==> src/rtl/tick_serial_shifter.sv <==
// Parallel-to-serial SPI-style transmitter paced by rising edges of tick_in.
// Define SHIFT_LSB_FIRST_EN to send bit 0 first; default build sends MSB first.
module tick_serial_shifter #(
  parameter int DATA_WIDTH    = 8,
  parameter int CS_HOLD_TICKS = 1
) (
  input  logic                  clk,
  input  logic                  rst,
  input  logic                  tick_in,
  input  logic [DATA_WIDTH-1:0] tx_data,
  input  logic                  tx_valid,
  output logic                  tx_ready,
  output logic                  sclk,
  output logic                  mosi,
  output logic                  cs_n,
  output logic                  busy,
  output logic                  done,
  output logic [2:0]            dbg_state
);

  localparam int BC_W = (DATA_WIDTH > 1) ? $clog2(DATA_WIDTH) : 1;
  localparam int HC_W = $clog2(CS_HOLD_TICKS + 1);

  typedef enum logic [2:0] {
    S_IDLE     = 3'd0,
    S_SETUP    = 3'd1,
    S_SHIFT_HI = 3'd2,
    S_SHIFT_LO = 3'd3,
    S_HOLD     = 3'd4
  } state_t;

  state_t                r_state, w_state_nxt;
  logic                  r_tick_q;
  logic                  r_sclk, w_sclk_nxt;
  logic                  r_mosi, w_mosi_nxt;
  logic                  r_cs_n, w_cs_n_nxt;
  logic                  r_done, w_done_nxt;
  logic [DATA_WIDTH-1:0] r_shift, w_shift_nxt;
  logic [BC_W-1:0]       r_bit_cnt, w_bit_cnt_nxt;
  logic [HC_W-1:0]       r_hold_cnt, w_hold_cnt_nxt;
  logic                  w_edge;

  // Handshake: a word transfers on the clk edge where tx_valid and tx_ready are both 1;
  // tx_ready is 1 only in IDLE, and tx_data is ignored at all other times.
  assign w_edge    = tick_in & ~r_tick_q;
  assign tx_ready  = (r_state == S_IDLE);
  assign busy      = (r_state != S_IDLE);
  assign sclk      = r_sclk;
  assign mosi      = r_mosi;
  assign cs_n      = r_cs_n;
  assign done      = r_done;
  assign dbg_state = r_state;

  always_comb begin
    w_state_nxt    = r_state;
    w_sclk_nxt     = r_sclk;
    w_mosi_nxt     = r_mosi;
    w_cs_n_nxt     = r_cs_n;
    w_done_nxt     = 1'b0;
    w_shift_nxt    = r_shift;
    w_bit_cnt_nxt  = r_bit_cnt;
    w_hold_cnt_nxt = r_hold_cnt;
    case (r_state)
      S_IDLE: begin
        if (tx_valid) begin
          w_shift_nxt   = tx_data;
`ifdef SHIFT_LSB_FIRST_EN
          w_mosi_nxt    = tx_data[0];
`else
          w_mosi_nxt    = tx_data[DATA_WIDTH-1];
`endif
          w_cs_n_nxt    = 1'b0;
          w_bit_cnt_nxt = BC_W'(DATA_WIDTH - 1);
          w_state_nxt   = S_SETUP;
        end
      end
      S_SETUP: begin
        if (w_edge) begin
          w_sclk_nxt  = 1'b1;
          w_state_nxt = S_SHIFT_HI;
        end
      end
      S_SHIFT_HI: begin
        if (w_edge) begin
          w_sclk_nxt = 1'b0;
          if (r_bit_cnt == '0) begin
            w_hold_cnt_nxt = HC_W'(CS_HOLD_TICKS - 1);
            w_state_nxt    = S_HOLD;
          end else begin
            // Data moves only on the falling sclk so it is stable at the next rise.
`ifdef SHIFT_LSB_FIRST_EN
            w_shift_nxt = r_shift >> 1;
            w_mosi_nxt  = r_shift[1];
`else
            w_shift_nxt = r_shift << 1;
            w_mosi_nxt  = r_shift[DATA_WIDTH-2];
`endif
            w_bit_cnt_nxt = r_bit_cnt - 1'b1;
            w_state_nxt   = S_SHIFT_LO;
          end
        end
      end
      S_SHIFT_LO: begin
        if (w_edge) begin
          w_sclk_nxt  = 1'b1;
          w_state_nxt = S_SHIFT_HI;
        end
      end
      S_HOLD: begin
        if (w_edge) begin
          if (r_hold_cnt == '0) begin
            w_cs_n_nxt  = 1'b1;
            w_done_nxt  = 1'b1;
            w_state_nxt = S_IDLE;
          end else begin
            w_hold_cnt_nxt = r_hold_cnt - 1'b1;
          end
        end
      end
      default: w_state_nxt = S_IDLE;
    endcase
  end

  always_ff @(posedge clk or negedge rst) begin
    if (!rst) begin
      r_state    <= S_IDLE;
      r_tick_q   <= 1'b0;
      r_sclk     <= 1'b0;
      r_mosi     <= 1'b0;
      r_cs_n     <= 1'b1;
      r_done     <= 1'b0;
      r_shift    <= '0;
      r_bit_cnt  <= '0;
      r_hold_cnt <= '0;
    end else begin
      r_state    <= w_state_nxt;
      r_tick_q   <= tick_in;
      r_sclk     <= w_sclk_nxt;
      r_mosi     <= w_mosi_nxt;
      r_cs_n     <= w_cs_n_nxt;
      r_done     <= w_done_nxt;
      r_shift    <= w_shift_nxt;
      r_bit_cnt  <= w_bit_cnt_nxt;
      r_hold_cnt <= w_hold_cnt_nxt;
    end
  end

endmodule

==> config.mk <==
export PLATFORM = sky130hd
export DESIGN_NAME = tick_serial_shifter
export DESIGN_NICKNAME = d
export VERILOG_FILES = /design/src/rtl/tick_serial_shifter.sv
export SDC_FILE = /design/constraint.sdc
export NUM_CORES = 1
export LEC_CHECK = 0
export ABC_AREA = 1
export CORE_ASPECT_RATIO = 0.7
export CORE_UTILIZATION = 30
export DETAILED_ROUTE_END_ITERATION = 8
export GPL_TIMING_DRIVEN = 1
export PLACE_DENSITY = 0.66
export SKIP_CTS_REPAIR_TIMING = 1
export SYNTH_ARGS = -nofsm -noshare
export SYNTH_HDL_FRONTEND = slang
export SYNTH_SLANG_ARGS = --single-unit
export TNS_END_PERCENT = 30
==> constraint.sdc <==
create_clock -name clk -period 1.2 [get_ports clk]
set_input_delay 0.3 -clock clk [delete_from_list [all_inputs] [get_ports clk]]
set_output_delay 0.3 -clock clk [all_outputs]
set_load 0.05 [all_outputs]
==> tab_implementation.tex <==
\begin{tabular}{lr}
\hline
Metric & Value \\
\hline
\multicolumn{2}{l}{\textbf{Outcome}} \\
Status & complete, but fails checks \\
Failing checks & setup timing \\
\multicolumn{2}{l}{\textbf{Pwr}} \\
Cell internal pwr & 2.18 mW \\
Power per standard cell area & 2610 nW/um\^{}2 \\
Psw & 1.73 mW \\
Register share of total power & 27.0\% \\
Maximum vdd ir drop & 965 uV \\
Total Power & 3.91 mW \\
Comb pwr share & 60.3\% \\
Static Leakage & 0.771 nW \\
Part of the power in the clock network & 12.7\% \\
Share of total power consumed by net switching & 44.3\% \\
\multicolumn{2}{l}{\textbf{Global routing}} \\
Total grt overflow & 0 \\
Wire length of the first global-routing pass & 3510 um \\
GRT Total Usage & 14.2\% \\
Vias in the first global route & 784 \\
Number of antenna violations at the first check in global routing & 0 \\
Pin count of the biggest net entering global routing & 19 \\
\multicolumn{2}{l}{\textbf{Synthesis}} \\
Top cell type by total area after synthesis & sky130\_fd\_sc\_hd\_\_dfrtp\_1 \\
Simple-Gate Fraction of Synth Area & 34.4\% \\
Mux share of post-synthesis cell area & 0\% \\
Number of warnings issued by yosys & 0 \\
Total of flip-flops plus latches after synthesis & 18 \\
Largest family of logic cells by synthesized area & simple AND/OR/NAND/NOR gates \\
Average footprint of a synthesized cell & 7.60 sq um \\
Area of the mapped netlist & 927 sq um \\
Synth cell types & 19 \\
Complex-gate fraction of the synthesized area & 5.80\% \\
Post-synth net total & 136 \\
Area share of the leading cell type in the synthesized netlist & 45.9\% \\
Post-synthesis xor/xnor area fraction & 0.945\% \\
Fraction of the mapped netlist area in adder cells & 2.70\% \\
Sequential share of the synthesized area & 48.7\% \\
Number of instances in the synthesized netlist & 122 \\
Synth area leaders & sky130\_fd\_sc\_hd\_\_dfrtp\_1, sky130\_fd\_sc\_hd\_\_nand2\_1, sky130\_fd\_sc\_hd\_\_o21ai\_0 \\
\multicolumn{2}{l}{\textbf{Timing}} \\
Skew final & 0.00113 ns \\
Worst Max-Slew Pin Slew & 0.185 ns \\
Slew Limit Headroom & 87.7\% \\
\# setup viols final & 20 \\
Shortest clock period the worst path allows after layout & 1.46 ns \\
Minimum hold slack & 0.209 ns \\
Final worst path period share & 121\% \\
Number of hold violations in the final report & 0 \\
Worst-case setup margin in the final layout & -0.257 ns \\
Number of pins exceeding their max-slew limit in the final report & 0 \\
Setup repair after global routing missed its margin & yes \\
FMAX & 687 MHz \\
\multicolumn{2}{l}{\textbf{Detailed routing}} \\
Detailed Routing Iterations Pass 1 & 4 \\
Routed vias/inst & 4.44 \\
Residual DRC count & 0 \\
Routed vias & 880 \\
Violation count after the first detailed-route iteration & 26 \\
Remaining number of nets flagged by the antenna check after routing & 0 \\
Drt wl/cell & 10.9 um \\
Routed wire length & 2170 um \\
\multicolumn{2}{l}{\textbf{Setup path}} \\
Worst setup path class & register to output pin \\
Required time at the worst-slack endpoint & 0.90 ns \\
Master of the slowest instance on the critical path & sky130\_fd\_sc\_hd\_\_dfrtp\_2 \\
Crit path DAT & 1.16 ns \\
Number of buffer and inverter instances along the worst setup path & 2 \\
Endpoint kind of the worst setup timing path & output pin \\
Maximum fanout count along the critical path & 4 \\
Crit-path leading delay family & flip-flops \\
Startpoint Class & register \\
Max incr delay on CP & 0.43 ns \\
CP cell instances & nor2\_4 -> nand2\_4 -> clkinvlp\_4 -> buf\_12 \\
\multicolumn{2}{l}{\textbf{Flow run}} \\
Maxcap violations & 0 \\
\multicolumn{2}{l}{\textbf{Placement}} \\
Placed cells & 190 \\
Placed wire-length estimate & 1550 um \\
Placed Instance Area & 1360 sq um \\
Count of input and output buffers & 20 \\
Weighted congestion at the end of routability-driven global placement & 0.823 \\
\multicolumn{2}{l}{\textbf{Clocking}} \\
Number of clock sinks & 18 \\
Root buf cell & sky130\_fd\_sc\_hd\_\_clkbuf\_8 \\
TritonCTS clock tree & built \\
CTS Buf Count & 3 \\
Clock Pin Slew Worst Setup and Hold Paths & 0.07 ns \\
Clock latency of the later-clocked register in the worst-skew pair & 0.25 ns \\
Buffers from clock root to sink, at most & 2 \\
Number of H-tree levels & 1 \\
\multicolumn{2}{l}{\textbf{Finish}} \\
Final Instance Area & 1500 sq um \\
Filler Cells Inserted & 249 \\
Number of inserted diodes & 0 \\
Post-layout net count & 177 \\
P\&R area growth vs syn & 61.7\% \\
Layout cells sized above 1 & 33.3\% \\
Non-filler instance count after layout & 198 \\
\multicolumn{2}{l}{\textbf{Floorplan}} \\
Row count & 16 \\
Full die area & 3320 sq um \\
Total core area & 2860 sq um \\
Num ports & 21 \\
Horizontal die dimension & 68.4 um \\
Height of the die & 48.5 um \\
Effective utilization at floorplan & 32.4\% \\
\multicolumn{2}{l}{\textbf{Min path}} \\
Type of the most critical hold path & input port to register \\
\hline
\end{tabular}
## metrics by stage
| stage | util [%] | setup WS (ns) | TNS [ns] |
|---|---|---|---|
| floorplan | - | -0.247 | -2.83 |
| global placement | 47.6 | -0.335 | -4.12 |
| detailed placement | 47.6 | -0.377 | -4.78 |
| CTS | 49.6 | -0.289 | -2.89 |
| global route | 52.4 | -0.310 | -3.44 |
| finish | 52.4 | -0.257 | -2.14 |
## final timing paths
kind	start	end	slack, ns	depth (start not counted)
min reg2reg	r_shift[2]	r_shift[2]	0.50	2
max in group asynchronous	rst	cs_n	0.61	2
min	tick_in	r_tick_q	0.21	1
max reg2reg	dbg_state[2]	r_shift[1]	-0.14	7
min in group asynchronous	rst	r_shift[6]	0.38	2
max	dbg_state[2]	tx_ready	-0.26	4
## cells in the final DEF (no fill, tap or decap), drive strengths merged
cell type | netlist | layout
nand3 | 4 | 5
xnor2 | 1 | 1
dfstp | 1 | 1
dlymetal6s2s | 0 | 1
nand4 | 1 | 1
clkinvlp | 0 | 2
clkbuf | 0 | 4
buf | 2 | 26
inv | 13 | 12
nor2 | 5 | 5
ha | 2 | 2
nand2 | 65 | 65
o21ai | 10 | 10
dfrtp | 17 | 17
clkdlybuf4s50 | 0 | 10
## flip-flops by register name, indices dropped and copies added, names as in the netlist
| name | count |
|---|---|
| cs_n | 1 |
| done | 1 |
| r_shift | 7 |
| dbg_state | 3 |
| r_bit_cnt | 3 |
| mosi | 1 |
| sclk | 1 |
| r_tick_q | 1 |
## routing by layer
layer | GRT usage, % | share of wire [%] | vias to the layer above
li1 | - | - | 452
met2 | 19.6 | 46 | 20
met1 | 20.8 | 50 | 406
met4 | 4.17 | 0.37 | 0
met5 | 0 | 0 | -
met3 | 4.48 | 4.0 | 2
## synthesized netlist by cell type, drive strengths merged
| master | count |
|---|---|
| buf | 2 |
| xnor2 | 1 |
| clkinv | 1 |
| ha | 2 |
| dfstp | 1 |
| nor2 | 5 |
| nand4 | 1 |
| dfrtp | 17 |
| nand3 | 4 |
| inv | 13 |
| nand2 | 65 |
| o21ai | 10 |
## cells by family after synthesis
logic type / after synthesis
adder cells (fa/ha/maj): 2
AND/OR/NAND/NOR: 75
AO/OA/AOI/OAI: 10
XOR/XNOR: 1
buffers and inverters: 16
flip-flops: 18
## worst register-to-register path, delay by kind of cell (launching register included)
family	cells	cell delay, ns
AND/OR/NAND/NOR	5	0.58
flip-flops	1	0.43
buffers and inverters	2	0.23
## cell type report
type	count	area [sq um]	area share, %
Sequential cell	18	455	30.4
Multi-Input combinational cell	89	449	30.0
Timing Repair Buffer	37	432	28.8
Inverter	14	62.6	4.17
Clock buffer	4	55.1	3.67
Tap cell	36	45.0	3.01
## power by group through the flow
stage | clock network (mW) | logic (mW) | registers (mW)
floorplan | 0 | 1.10 | 1.23
global placement | 0 | 2.08 | 1.03
detailed placement | 0 | 2.13 | 1.04
CTS | 0.518 | 2.13 | 1.03
global route | 0.538 | 2.58 | 1.08
finish | 0.497 | 2.36 | 1.05
Power figures use the tool's default switching activity.
